$ cat config.mk
export PLATFORM = sky130hd
export DESIGN_NAME = servo_pwm_array
export DESIGN_NICKNAME = d
export VERILOG_FILES = /design/src/rtl/servo_pkg.sv /design/src/rtl/servo_channel.sv /design/src/rtl/servo_pwm_array.sv
export SDC_FILE = /design/constraint.sdc
export NUM_CORES = 1
export LEC_CHECK = 0
export CORE_MARGIN = 2
export CORE_UTILIZATION = 40
export CTS_BUF_LIST = sky130_fd_sc_hd__clkbuf_2 sky130_fd_sc_hd__clkbuf_4 sky130_fd_sc_hd__clkbuf_8
export DETAILED_ROUTE_END_ITERATION = 10
export MAX_ROUTING_LAYER = met4
export PLACE_DENSITY = 0.69
export SLEW_MARGIN = 10
export SYNTH_ARGS = -nofsm -noshare
export SYNTH_HDL_FRONTEND = slang
export SYNTH_SLANG_ARGS = --single-unit
$ cat constraint.sdc
create_clock -name CLK -period 4.08 [get_ports CLK]
set_input_delay 0.408 -clock CLK [delete_from_list [all_inputs] [get_ports CLK]]
set_output_delay 0.408 -clock CLK [all_outputs]
set_load 0.05 [all_outputs]
$ cat src/rtl/servo_pkg.sv
`default_nettype none
// ============================================================
// servo_pkg : shared direction codes and saturating step helper
// Rev 1.0
// ============================================================
package servo_pkg;

  localparam logic [1:0] DIR_STOP = 2'b00;
  localparam logic [1:0] DIR_CW   = 2'b01;
  localparam logic [1:0] DIR_CCW  = 2'b10;

  // Wide enough for any supported PW_W (<= 32) plus one guard bit.
  localparam int SAT_W = 33;

  function automatic logic [SAT_W-1:0] sat_step(
    input logic [SAT_W-1:0] pos,
    input logic [1:0]       dir,
    input logic [SAT_W-1:0] step,
    input logic [SAT_W-1:0] lo,
    input logic [SAT_W-1:0] hi
  );
    case (dir)
      DIR_CW:  return ((pos + step) > hi) ? hi : (pos + step);
      DIR_CCW: return (pos < (lo + step)) ? lo : (pos - step);
      default: return pos;
    endcase
  endfunction

endpackage
`default_nettype wire

$ cat src/rtl/servo_channel.sv
`default_nettype none
// ============================================================
// servo_channel : one saturating position register and PWM output
// Rev 1.0
// ============================================================
module servo_channel
  import servo_pkg::*;
#(
  parameter int PW_W    = 16,
  parameter int CNT_W   = 15,
  parameter int PW_MIN  = 500,
  parameter int PW_MAX  = 2500,
  parameter int PW_INIT = 1500,
  parameter int STEP_US = 10
) (
  input  logic             clk_i,
  input  logic             rst_i,
  input  logic             frame_start_i,
  input  logic             en_i,
  input  logic             armed_i,
  input  logic [1:0]       dir_i,
  input  logic [CNT_W-1:0] frame_cnt_i,
  output logic             servo_o,
  output logic [PW_W-1:0]  pos_o,
  output logic             gen_en_o
);

  localparam logic [PW_W-1:0] C_PW_MIN  = PW_W'(PW_MIN);
  localparam logic [PW_W-1:0] C_PW_MAX  = PW_W'(PW_MAX);
  localparam logic [PW_W-1:0] C_PW_INIT = PW_W'(PW_INIT);

  logic [PW_W-1:0] pos_q, pos_d;
  logic            servo_q, servo_d;

  always_comb begin
    pos_d = pos_q;
    if (frame_start_i && en_i) begin
      pos_d = PW_W'(sat_step(SAT_W'(pos_q), dir_i, SAT_W'(STEP_US),
                             SAT_W'(PW_MIN), SAT_W'(PW_MAX)));
    end
    servo_d = armed_i && (SAT_W'(frame_cnt_i) < SAT_W'(pos_q));
  end

  always_ff @(posedge clk_i or posedge rst_i) begin
    if (rst_i) begin
      pos_q   <= C_PW_INIT;
      servo_q <= 1'b0;
    end else begin
      pos_q   <= pos_d;
      servo_q <= servo_d;
    end
  end

  assign servo_o  = servo_q;
  assign pos_o    = pos_q;
  assign gen_en_o = (pos_q > C_PW_MIN) && (pos_q < C_PW_MAX);

endmodule
`default_nettype wire

$ cat src/rtl/servo_pwm_array.sv
`default_nettype none
// ============================================================
// servo_pwm_array : shared us timebase / frame counter driving N servo channels
// Rev 1.0
// ============================================================
module servo_pwm_array
  import servo_pkg::*;
#(
  parameter int N_CH     = 2,
  parameter int CLK_DIV  = 100,
  parameter int FRAME_US = 20000,
  parameter int PW_W     = 16,
  parameter int PW_MIN   = 500,
  parameter int PW_MAX   = 2500,
  parameter int PW_INIT  = 1500,
  parameter int STEP_US  = 10
) (
  input  logic                   CLK,
  input  logic                   RST,
  input  logic                   EN,
  input  logic [2*N_CH-1:0]      DIR,
  output logic [N_CH-1:0]        SERVO,
  output logic [N_CH*PW_W-1:0]   servo_position,
  output logic [N_CH-1:0]        general_enable,
  output logic                   frame_start
);

  localparam int DIV_W = (CLK_DIV > 1) ? $clog2(CLK_DIV) : 1;
  localparam int CNT_W = (FRAME_US > 1) ? $clog2(FRAME_US) : 1;
  localparam logic [DIV_W-1:0] C_DIV_LAST   = DIV_W'(CLK_DIV - 1);
  localparam logic [CNT_W-1:0] C_FRAME_LAST = CNT_W'(FRAME_US - 1);

  if (!((PW_MIN <= PW_INIT) && (PW_INIT <= PW_MAX) && (PW_MAX < FRAME_US))) begin : g_bad_limits
    $fatal(1, "servo_pwm_array: require PW_MIN <= PW_INIT <= PW_MAX < FRAME_US");
  end
  if ((PW_W > 32) || ((longint'(PW_MAX) + longint'(STEP_US)) >= (longint'(1) << PW_W))) begin : g_bad_width
    $fatal(1, "servo_pwm_array: require PW_MAX + STEP_US < 2**PW_W and PW_W <= 32");
  end
  if (CLK_DIV < 1) begin : g_bad_div
    $fatal(1, "servo_pwm_array: require CLK_DIV >= 1");
  end

  logic [DIV_W-1:0] presc_q, presc_d;
  logic [CNT_W-1:0] frame_cnt_q, frame_cnt_d;
  logic             armed_q, armed_d;
  logic             tick;
  logic             frame_wrap;

  always_comb begin
    tick        = (presc_q == C_DIV_LAST);
    frame_wrap  = tick && (frame_cnt_q == C_FRAME_LAST);
    presc_d     = tick ? '0 : presc_q + 1'b1;
    frame_cnt_d = frame_cnt_q;
    if (tick) begin
      frame_cnt_d = frame_wrap ? '0 : frame_cnt_q + 1'b1;
    end
    // Arming only at a frame boundary keeps a late enable from emitting a runt pulse.
    armed_d = armed_q;
    if (!EN) begin
      armed_d = 1'b0;
    end else if (frame_wrap) begin
      armed_d = 1'b1;
    end
  end

  always_ff @(posedge CLK or posedge RST) begin
    if (RST) begin
      presc_q     <= '0;
      frame_cnt_q <= '0;
      armed_q     <= 1'b0;
    end else begin
      presc_q     <= presc_d;
      frame_cnt_q <= frame_cnt_d;
      armed_q     <= armed_d;
    end
  end

  assign frame_start = frame_wrap;

  for (genvar i = 0; i < N_CH; i++) begin : g_ch
    servo_channel #(
      .PW_W    (PW_W),
      .CNT_W   (CNT_W),
      .PW_MIN  (PW_MIN),
      .PW_MAX  (PW_MAX),
      .PW_INIT (PW_INIT),
      .STEP_US (STEP_US)
    ) u_ch (
      .clk_i         (CLK),
      .rst_i         (RST),
      .frame_start_i (frame_wrap),
      .en_i          (EN),
      .armed_i       (armed_q),
      .dir_i         (DIR[2*i +: 2]),
      .frame_cnt_i   (frame_cnt_q),
      .servo_o       (SERVO[i]),
      .pos_o         (servo_position[PW_W*i +: PW_W]),
      .gen_en_o      (general_enable[i])
    );
  end

endmodule
`default_nettype wire

Word level (Yosys, flattened, before mapping)
Cells that the tools add are included.
{ "word_totals": {"reg_bits": 57, "inputBits": 7, "out_inout_bits": 37, "elab_cells": 50} }
{ "classes": {"add_sub_neg": 6, "order_cmp": 10, "n_eq_ne": 7, "muxes": 10, "n_reduce_logical": 10} }
{ "ops": {"columns": ["operator", "count"], "rows": [
  ["$mux W16", 4],
  ["$pmux W16 S2", 2],
  ["$add A16 B4 Y17 const B", 2],
  ["$gt A17 B12 Y1 const B", 2],
  ["$gt A16 B9 Y1 const B", 2],
  ["$lt A15 B16 Y1", 2],
  ["$lt A16 B12 Y1 const B", 2],
  ["$lt A16 B9 Y1 const B", 2],
  ["$sub A16 B4 Y16 const B", 2],
  ["$add A15 B1 Y15 const B", 1],
  ["$eq A15 B15 Y1 const B", 1],
  ["$mux W15", 1],
  ["$add A7 B1 Y7 const B", 1],
  ["$eq A7 B7 Y1 const B", 1],
  ["$mux W7", 1],
  ["$logic_and A1 B1 Y1", 6],
  ["$eq A2 B1 Y1 const B", 2],
  ["$eq A2 B2 Y1 const B", 2],
  ["$reduce_and A2 Y1", 2],
  ["$reduce_bool A2 Y1", 2],
  ["$mux W1", 2],
  ["$ne A2 B1 Y1 const B", 1]
]} }

Logic depth before layout (Yosys ltp)
Gate-level depths: netlist of the first run.
{ "logic_depth": {"depth_word": 4, "ltp_mapped": 11, "ltp_nobuf": 9} }

Hierarchy
Synthesis of the first run repeated with hierarchy kept, for this count alone.
{ "hier_totals": {"cells_unflattened": 574, "hier_area_um2": 4783.3} }
{ "by_module_without_submodules": {"columns": ["module", "n_inst", "cells_per_inst", "area_each_um2", "seq_area_each_um2"], "rows": [
  ["servo_channel", 2, 232, 1813.0, 409.1],
  ["servo_pwm_array", 1, 110, 1157.4, 575.6]
]} }

Worst setup path after synthesis of the first run
Ideal clock, no wire load.
{ "synth_path": {"kind": "reg2reg", "from": "reg g_ch[0].u_ch.pos_q[2]", "to": "reg g_ch[0].u_ch.pos_q[2]", "setup_ns": 0.082, "t_arrival_ns": 2.613, "required_time_ns": 3.998, "slack_ns": 1.385, "stages_incl_launch_ff": 9, "n_path_buf": 0, "synth_period_minus_slack_ns": 2.695, "path_cell_list": "dfstp_2 -> ha_1 -> nor2_1 -> nor4_1 -> xnor2_1 -> o21ai_0 -> a2111oi_4 -> o21ai_1 -> mux2_2"} }
{ "synth_via": {"elab_chain_cells": 4, "elab_cells_between_ends": 7, "classes_between": "2 x add/sub; 2 x order compare; 3 x mux"} }
{ "synth_lines": {"columns": ["item", "line_no", "text"], "rows": [
  ["start, declared", "servo_channel.sv:32", "logic [PW_W-1:0] pos_q, pos_d;"],
  ["start signal, assigned", "servo_channel.sv:49", "pos_q <= pos_d;"],
  ["$add A16 B4 Y17", "servo_pkg.sv:23", "DIR_CW: return ((pos + step) > hi) ? hi : (pos + step);"],
  ["$gt A17 B12 Y1", "servo_pkg.sv:23", null],
  ["$mux W16", "servo_pkg.sv:23", null],
  ["$pmux W16 S2 (*)", "servo_pkg.sv:22", "case (dir)"]
]} }
Every way passes the cells marked *; elsewhere a longest branch is shown, timed or not.
A chain may end at the register's enable or synchronous reset.

Worst setup path after layout of the first run
{ "layout_path": {"from": "reg g_ch[1].u_ch.pos_q[7]", "to": "out general_enable[1]"} }
{ "layout_via": {"elab_chain_cells": 2, "elab_cells_between_ends": 3, "classes_between": "2 x order compare; 1 x reduce/logical"} }
{ "layout_lines": {"columns": ["item", "line_no", "text"], "rows": [
  ["start, declared", "servo_channel.sv:32", null],
  ["start signal, assigned", "servo_channel.sv:49", null],
  ["$gt A16 B9 Y1 or $lt A16 B12 Y1 (tied branches)", "servo_channel.sv:56", "assign gen_en_o = (pos_q > C_PW_MIN) && (pos_q < C_PW_MAX);"],
  ["$logic_and A1 B1 Y1 (*)", "servo_channel.sv:56", null],
  ["end, declared", "servo_pwm_array.sv:24", "output logic [N_CH-1:0] general_enable,"]
]} }
Marks and branches as above.

==> results of run 1 <==
worst paths after layout:
check / slack, ns / cells past startpoint / endpoint
max: 0.68 / 5 / general_enable[1]
min: 0.47 / 1 / presc_q[0]$_DFF_PP0_
max reg2reg: 1.13 / 6 / g_ch[0].u_ch.pos_o[8]$_DFFE_PP1P_
min reg2reg: 0.47 / 1 / presc_q[0]$_DFF_PP0_
max in group asynchronous: 2.68 / 3 / g_ch[0].u_ch.pos_o[10]$_DFFE_PP1P_
min in group asynchronous: 0.55 / 2 / presc_q[6]$_DFF_PP0_
cell usage in the layout, fill, tap and decap left out, types with 6 or more instances in the layout:
master	n
dfrtp_1	41
dfstp_2	14
nor3_1	24
nand3_1	30
ha_1	37
o21a_1	6
nor2_1	45
nand2b_1	6
nor4_1	14
nand2_1	47
xnor2_1	20
or3_1	10
inv_1	40
a21oi_1	48
o21ai_0	44
nand4_1	15
clkdlybuf4s50_1	41
xor2_1	6
a21o_1	11
synth_stat cells (3+ instances only):
cell,count,share of area [%]
and3_1,5,0.67
or3_1,10,1.3
nor2_1,45,3.6
xor2_1,6,1.1
clkbuf_1,12,0.97
o211ai_1,4,0.65
nor4_2,3,0.81
nand2b_1,6,0.81
dfrtp_1,41,22
dfstp_2,14,7.9
xnor2_1,20,3.8
o31ai_1,5,0.81
o21a_1,6,0.97
a21oi_1,48,5.2
o22ai_1,3,0.40
nor3_1,24,2.6
a21o_1,11,1.8
nand3_1,30,3.2
nand2_1,47,3.8
o21ai_1,3,0.32
nand4_1,15,2.0
buf_2,6,0.65
or4_1,4,0.65
buf_4,8,1.3
a211o_1,3,0.56
nor4_1,14,1.9
mux2i_1,3,0.65
o21ai_0,44,4.7
buf_6,3,0.73
and2_1,3,0.40
inv_1,41,3.3
a31oi_1,5,0.67
ha_1,37,9.9
area by class of cell:
type / instances / share of cell area [%]
Sequential cell: 55 / 26.8
Inverter: 41 / 2.96
Clock buffer: 6 / 1.47
Timing Repair Buffer: 43 / 8.18
Multi-Input combinational cell: 451 / 56.5
Clock inverter: 2 / 0.721
Tap cell: 143 / 3.44
metal layers:
metal / global-route usage (%) / vias to the layer above
li1: - / 2133
met1: 25.9 / 2113
met2: 32.6 / 173
met3: 3.10 / 30
met4: 7.16 / 0
met5: - / -
logic make-up (layout without fill, tap and decap cells):
family                   count (synthesis)  in the layout  synth area share, %
AND/OR/NAND/NOR                        225            225                 25.9
flip-flops                              55             55                 29.9
multiplexers                             5              5                 1.13
AO/OA/AOI/OAI                          156            156                 21.1
buffers and inverters                   71             92                 7.02
XOR/XNOR                                26             26                 4.89
adder cells (fa/ha/maj)                 37             37                 9.95
other                                    1              2               0.0806
critical path: cells and delay by family (launching register included):
kind                   cells  cell delay [ns]
buffers and inverters      1             0.87
flip-flops                 1             0.64
AND/OR/NAND/NOR            4             1.17
state kept, by name, indices dropped and copies added (netlist names):
signal,cells
g_ch.u_ch.pos_o,30
frame_cnt_q,15
presc_q,7
g_ch.u_ch.servo_o,2
armed_q,1
through the flow:
step	hold slack [ns]	area, µm²	setup WS (ns)	power [mW]	cells
after floorplan	0.433	4660	1.38	0.584	577
after global placement	0.446	5090	1.11	0.600	733
after detailed placement	0.462	5090	1.07	0.600	733
after CTS	0.476	5200	0.678	0.996	741
after global routing	0.501	5200	0.439	1.02	741
final	0.472	5200	0.677	0.973	741
report_power, final:
part	internal (mW)	total (mW)	leakage [nW]	switching, mW
Combinational	0.0117	0.0439	1.39	0.0322
Sequential	0.546	0.546	0.688	0
Clock	0.190	0.384	0.0548	0.194
==> flow_summary_export.csv, run 1 <==
group,metric,value,unit
detailed_routing,wl_met3,688,µm
detailed_routing,wl_met2,5.79,mm
die,dieArea,12500,µm²
place,gp_congestion,0.961,
synth,synth_seq_cells,55,
layout,drive_above_1_share,7.86,%
critical_path,critical_path_class,"reg -> out",
synth,ys.flop_type,"dfrtp_1",
clocking,cts_root_buffer,"clkbuf_8",
detailed_routing,post-route-drc-count,0,
critical_path,cpPeakStageDelay,0.87,ns
timing,worst_pin_slew,0.800,ns
synth,ys_warn_count,0,
synth,syn_area_per_cell,8.08,µm²
detailed_routing,wirelength,12.2,mm
clocking,cts_setup_buffers,0,
critical_path,path_cells,"nand3_1 -> nor3_1 -> nor3_1 -> nor4bb_1 -> clkdlybuf4s50_1",
detailed_routing,drtPass1Iterations,5,
critical_path,crit_required,3.67,ns
die,pin_count,44,
timing,post-route-period-util,83.4,%
global_routing,grt_pass1_wl,20.4,mm
synth,ys_async_sr_fraction,100,%
pwr,p_per_area,187,nW/µm²
run,drv_cap,0,
synth,synthDistinctLibCells,70,
global_routing,antenna_found_initial,0,
clocking,numCtsBuffers,5,
critical_path,startpoint,"g_ch[1].u_ch.pos_o[7]$_DFFE_PP1P_",
detailed_routing,highest_layer,"met4",
detailed_routing,via_per_inst,6.00,
place,dp_hpwl,9.15,mm
die,row_count,39,
clocking,cts_buffer_depth,2,
layout,nets,641,
synth,post_synth_inst_count,576,
critical_path,start_kind,"flop",
timing,finalHoldViolCount,0,
clocking,cts.sinks,55,
timing,skew,0.0144,ns
critical_path,worstPathMaxFanout,11,
clocking,path_clk_slew,0.10,ns
timing,min_period,3.40,ns
detailed_routing,drtIter0Drc,372,
critical_path,path_common_cell,"nor3_1",
global_routing,grt_pass1_vias,4218,
detailed_routing,m1WireLength,5.43,mm
clocking,cts_resized,0,
layout,areaGrowthSynthToFinish,11.8,%
die,start_util,40.9,%
synth,syn-cell-area,4650,µm²
die,coreArea,11400,µm²
layout,diodes,0,
timing,max_freq,294,MHz
synth,synth-edff-count,0,
detailed_routing,final_antenna_net_count,0,
detailed_routing,vias,4449,
die,die_w,112,µm
hold_path,hp-start,"presc_q[0]$_DFF_PP0_",
timing,slew_headroom,46.6,%
layout,n_fill_cell,1129,
timing,rsz0062_at_grt,"no",
global_routing,overflow,0,
critical_path,cp_slowest_cell,"clkdlybuf4s50_1",
timing,slew_violations,0,
clocking,hold_buffers,0,
critical_path,reg2reg_from,"frame_cnt_q[7]$_DFFE_PP0N_",
die,die_h,112,µm
timing,setup_viol,0,
pwr,leakagePower,2.13,nW
critical_path,end_kind,"output port",
clocking,insertion_delay,0.32,ns
layout,multi_input_area,2940,µm²
global_routing,grt.total_usage,20.2,%
detailed_routing,wl_per_cell,16.5,µm
clocking,h-tree-depth,2,
outcome,run_status,"complete, no violations",
layout,fin_util,45.8,%
layout,regArea,1390,µm²
synth,synth-seq-area-share,29.9,%
pwr,max-vdd-ir-drop,0.149,mV
timing,tns,0,ns
hold_path,hp-class,"reg -> reg",
clocking,cts_tree,"yes",
place,numPortBuffers,41,
global_routing,grt_max_degree,37,
critical_path,cp.arrival,3.00,ns
Note: power is estimated with default switching activity, not from simulation.
==> inputs of run 2 (changes only) <==
==> constraint.sdc (replaced) <==
create_clock -name CLK -period 3.5 [get_ports CLK]
set_input_delay 0.35 -clock CLK [delete_from_list [all_inputs] [get_ports CLK]]
set_output_delay 0.35 -clock CLK [all_outputs]
set_load 0.05 [all_outputs]
==> run 2 against run 1 <==
  * Clock-buffer cell count unchanged
  * Sequential share of layout area decreased by 0.18 points
  * Flip-flop and latch count unchanged
  * Global-route usage decreased by 0.087 points
  * Wire length increased by 1.5%
  * Setup slack got worse by 0.40 ns
==> flow_summary_export.csv, run 2 (synthesis gave the netlist of run 1 again) <==
group,metric,value,unit
pwr,max-vdd-ir-drop,0.192,mV
outcome,run_status,"complete, no violations",
hold_path,hp-start,"presc_q[0]$_DFF_PP0_",
hold_path,min_delay_worst_endpoint,"presc_q[0]$_DFF_PP0_",
detailed_routing,drtPass1Iterations,6,
pwr,total_power,1.09,mW
critical_path,reg2reg_slack,0.60,ns
place,numPortBuffers,41,
layout,drive_above_1_share,8.94,%
die,coreArea,11400,µm²
layout,diodes,0,
clocking,hold_buffers,0,
clocking,cts.sinks,55,
timing,slew_headroom,48.6,%
clocking,path_clk_slew,0.11,ns
critical_path,critical_path_class,"reg -> out",
timing,holdWs,0.478,ns
global_routing,grt_pass1_wl,20.3,mm
timing,slew_violations,0,
global_routing,antenna_found_initial,0,
die,die_h,112,µm
die,row_count,39,
layout,layout_commonest_cell,"a21oi_1",
detailed_routing,vias,4412,
clocking,h-tree-depth,2,
critical_path,start_kind,"flop",
run,drv_cap,0,
timing,rsz0062_at_grt,"no",
critical_path,crit_required,3.15,ns
timing,tns,0,ns
clocking,cts_root_buffer,"clkbuf_8",
clocking,cts_resized,0,
global_routing,grt.total_usage,20.1,%
global_routing,grt_max_degree,56,
place,gp_congestion,0.961,
critical_path,end_kind,"output port",
clocking,cts_buffer_depth,2,
timing,post-route-period-util,92.0,%
clocking,cts_setup_buffers,0,
clocking,insertion_delay,0.32,ns
place,dp_hpwl,9.26,mm
detailed_routing,drtIter0Drc,386,
detailed_routing,via_per_inst,5.91,
timing,skew,0.00883,ns
layout,multi_input_area,2940,µm²
timing,finalHoldViolCount,0,
clocking,numCtsBuffers,5,
layout,largest_register_ffs,30,
layout,mostFrequentLayoutCells,"a21oi_1, nand2_1, nor2_1",
hold_path,hold_depth,1,
clocking,cts_tree,"yes",
die,start_util,40.9,%
timing,min_period,3.22,ns
timing,worst_pin_slew,0.764,ns
die,pin_count,44,
layout,n_fill_cell,1105,
detailed_routing,post-route-drc-count,0,
critical_path,cp.arrival,2.87,ns
global_routing,overflow,0,
critical_path,reg2reg_from,"frame_cnt_q[7]$_DFFE_PP0N_",
die,dieArea,12500,µm²
place,placed_cells,739,
critical_path,timing.rr.end,"g_ch[0].u_ch.pos_o[8]$_DFFE_PP1P_",
detailed_routing,wirelength,12.4,mm
timing,max_freq,310,MHz
detailed_routing,final_antenna_net_count,0,
layout,regArea,1390,µm²
die,die_w,112,µm
detailed_routing,wl_per_cell,16.6,µm
hold_path,hp-class,"reg -> reg",
pwr,leakagePower,2.16,nW
layout,nets,647,
layout,fin_cells,747,
global_routing,grt_pass1_vias,4165,
pwr,p_per_area,208,nW/µm²
layout,areaGrowthSynthToFinish,12.6,%
critical_path,worstPathMaxFanout,11,
critical_path,ff2ff_path_depth,6,
timing,setup_viol,0,
run 2: changes by cell type in the layout (fill, tap and decap cells not counted):
cell | previous run | this run
clkbuf_4 | 1 | 0
nor3_2 | 2 | 3
clkbuf_8 | 5 | 6
bufinv_16 | 1 | 0
buf_4 | 2 | 8
nor3_1 | 24 | 23
clkinv_4 | 0 | 1
run 2: power breakdown:
group / internal (mW) / switching [mW] / total (mW)
clock: 0.163 / 0.238 / 0.400
combinational: 0.0144 / 0.0374 / 0.0518
sequential: 0.636 / 0 / 0.636
total: 0.813 / 0.275 / 1.09
run 2: worst max path at each step:
stage,start,endpoint,slack (ns)
global route,g_ch[1].u_ch.pos_o[7]$_DFFE_PP1P_,general_enable[1],0.09
floorplan,g_ch[0].u_ch.pos_o[2]$_DFFE_PP1P_,g_ch[0].u_ch.pos_o[2]$_DFFE_PP1P_,0.80
detailed placement,g_ch[1].u_ch.pos_o[7]$_DFFE_PP1P_,general_enable[1],0.55
CTS,g_ch[1].u_ch.pos_o[7]$_DFFE_PP1P_,general_enable[1],0.16
finish,g_ch[1].u_ch.pos_o[7]$_DFFE_PP1P_,general_enable[1],0.28
global placement,g_ch[1].u_ch.pos_o[7]$_DFFE_PP1P_,general_enable[1],0.61
run 2: layout make-up:
cell class / count / area share, %
inverters: 41 / 2.94
clock inverters: 2 / 0.310
well taps: 143 / 3.42
flip-flops and latches: 55 / 26.6
multi-input cells: 451 / 56.2
clock buffers: 6 / 1.58
repair buffers: 49 / 8.98
run 2: worst max-delay path: stages (launching register included):
cell and delay (ns):
dfstp_2 0.65, nand3_1 0.27, nor3_2 0.39, nor3_1 0.10
nor4bb_1 0.29, clkdlybuf4s50_1 0.86
run 2: layer usage:
layer | vias up | GRT usage [%] | share of wire (%)
li1 | 2142 | - | -
met1 | 2038 | 25.4 | 43
met2 | 207 | 33.3 | 47
met3 | 25 | 3.54 | 7.1
met4 | 0 | 5.93 | 2.1
met5 | - | - | 0
run 2: per-stage QoR:
step           cell area (µm²)  util (%)  worst slack (ns)
3_3_place_gp              5130      45.2             0.608
4_1_cts                   5230      46.0             0.161
6_report                  5240      46.1             0.278
3_5_place_dp              5130      45.2             0.550
2_1_floorplan             4660         -             0.805
5_1_grt                   5240      46.1            0.0950
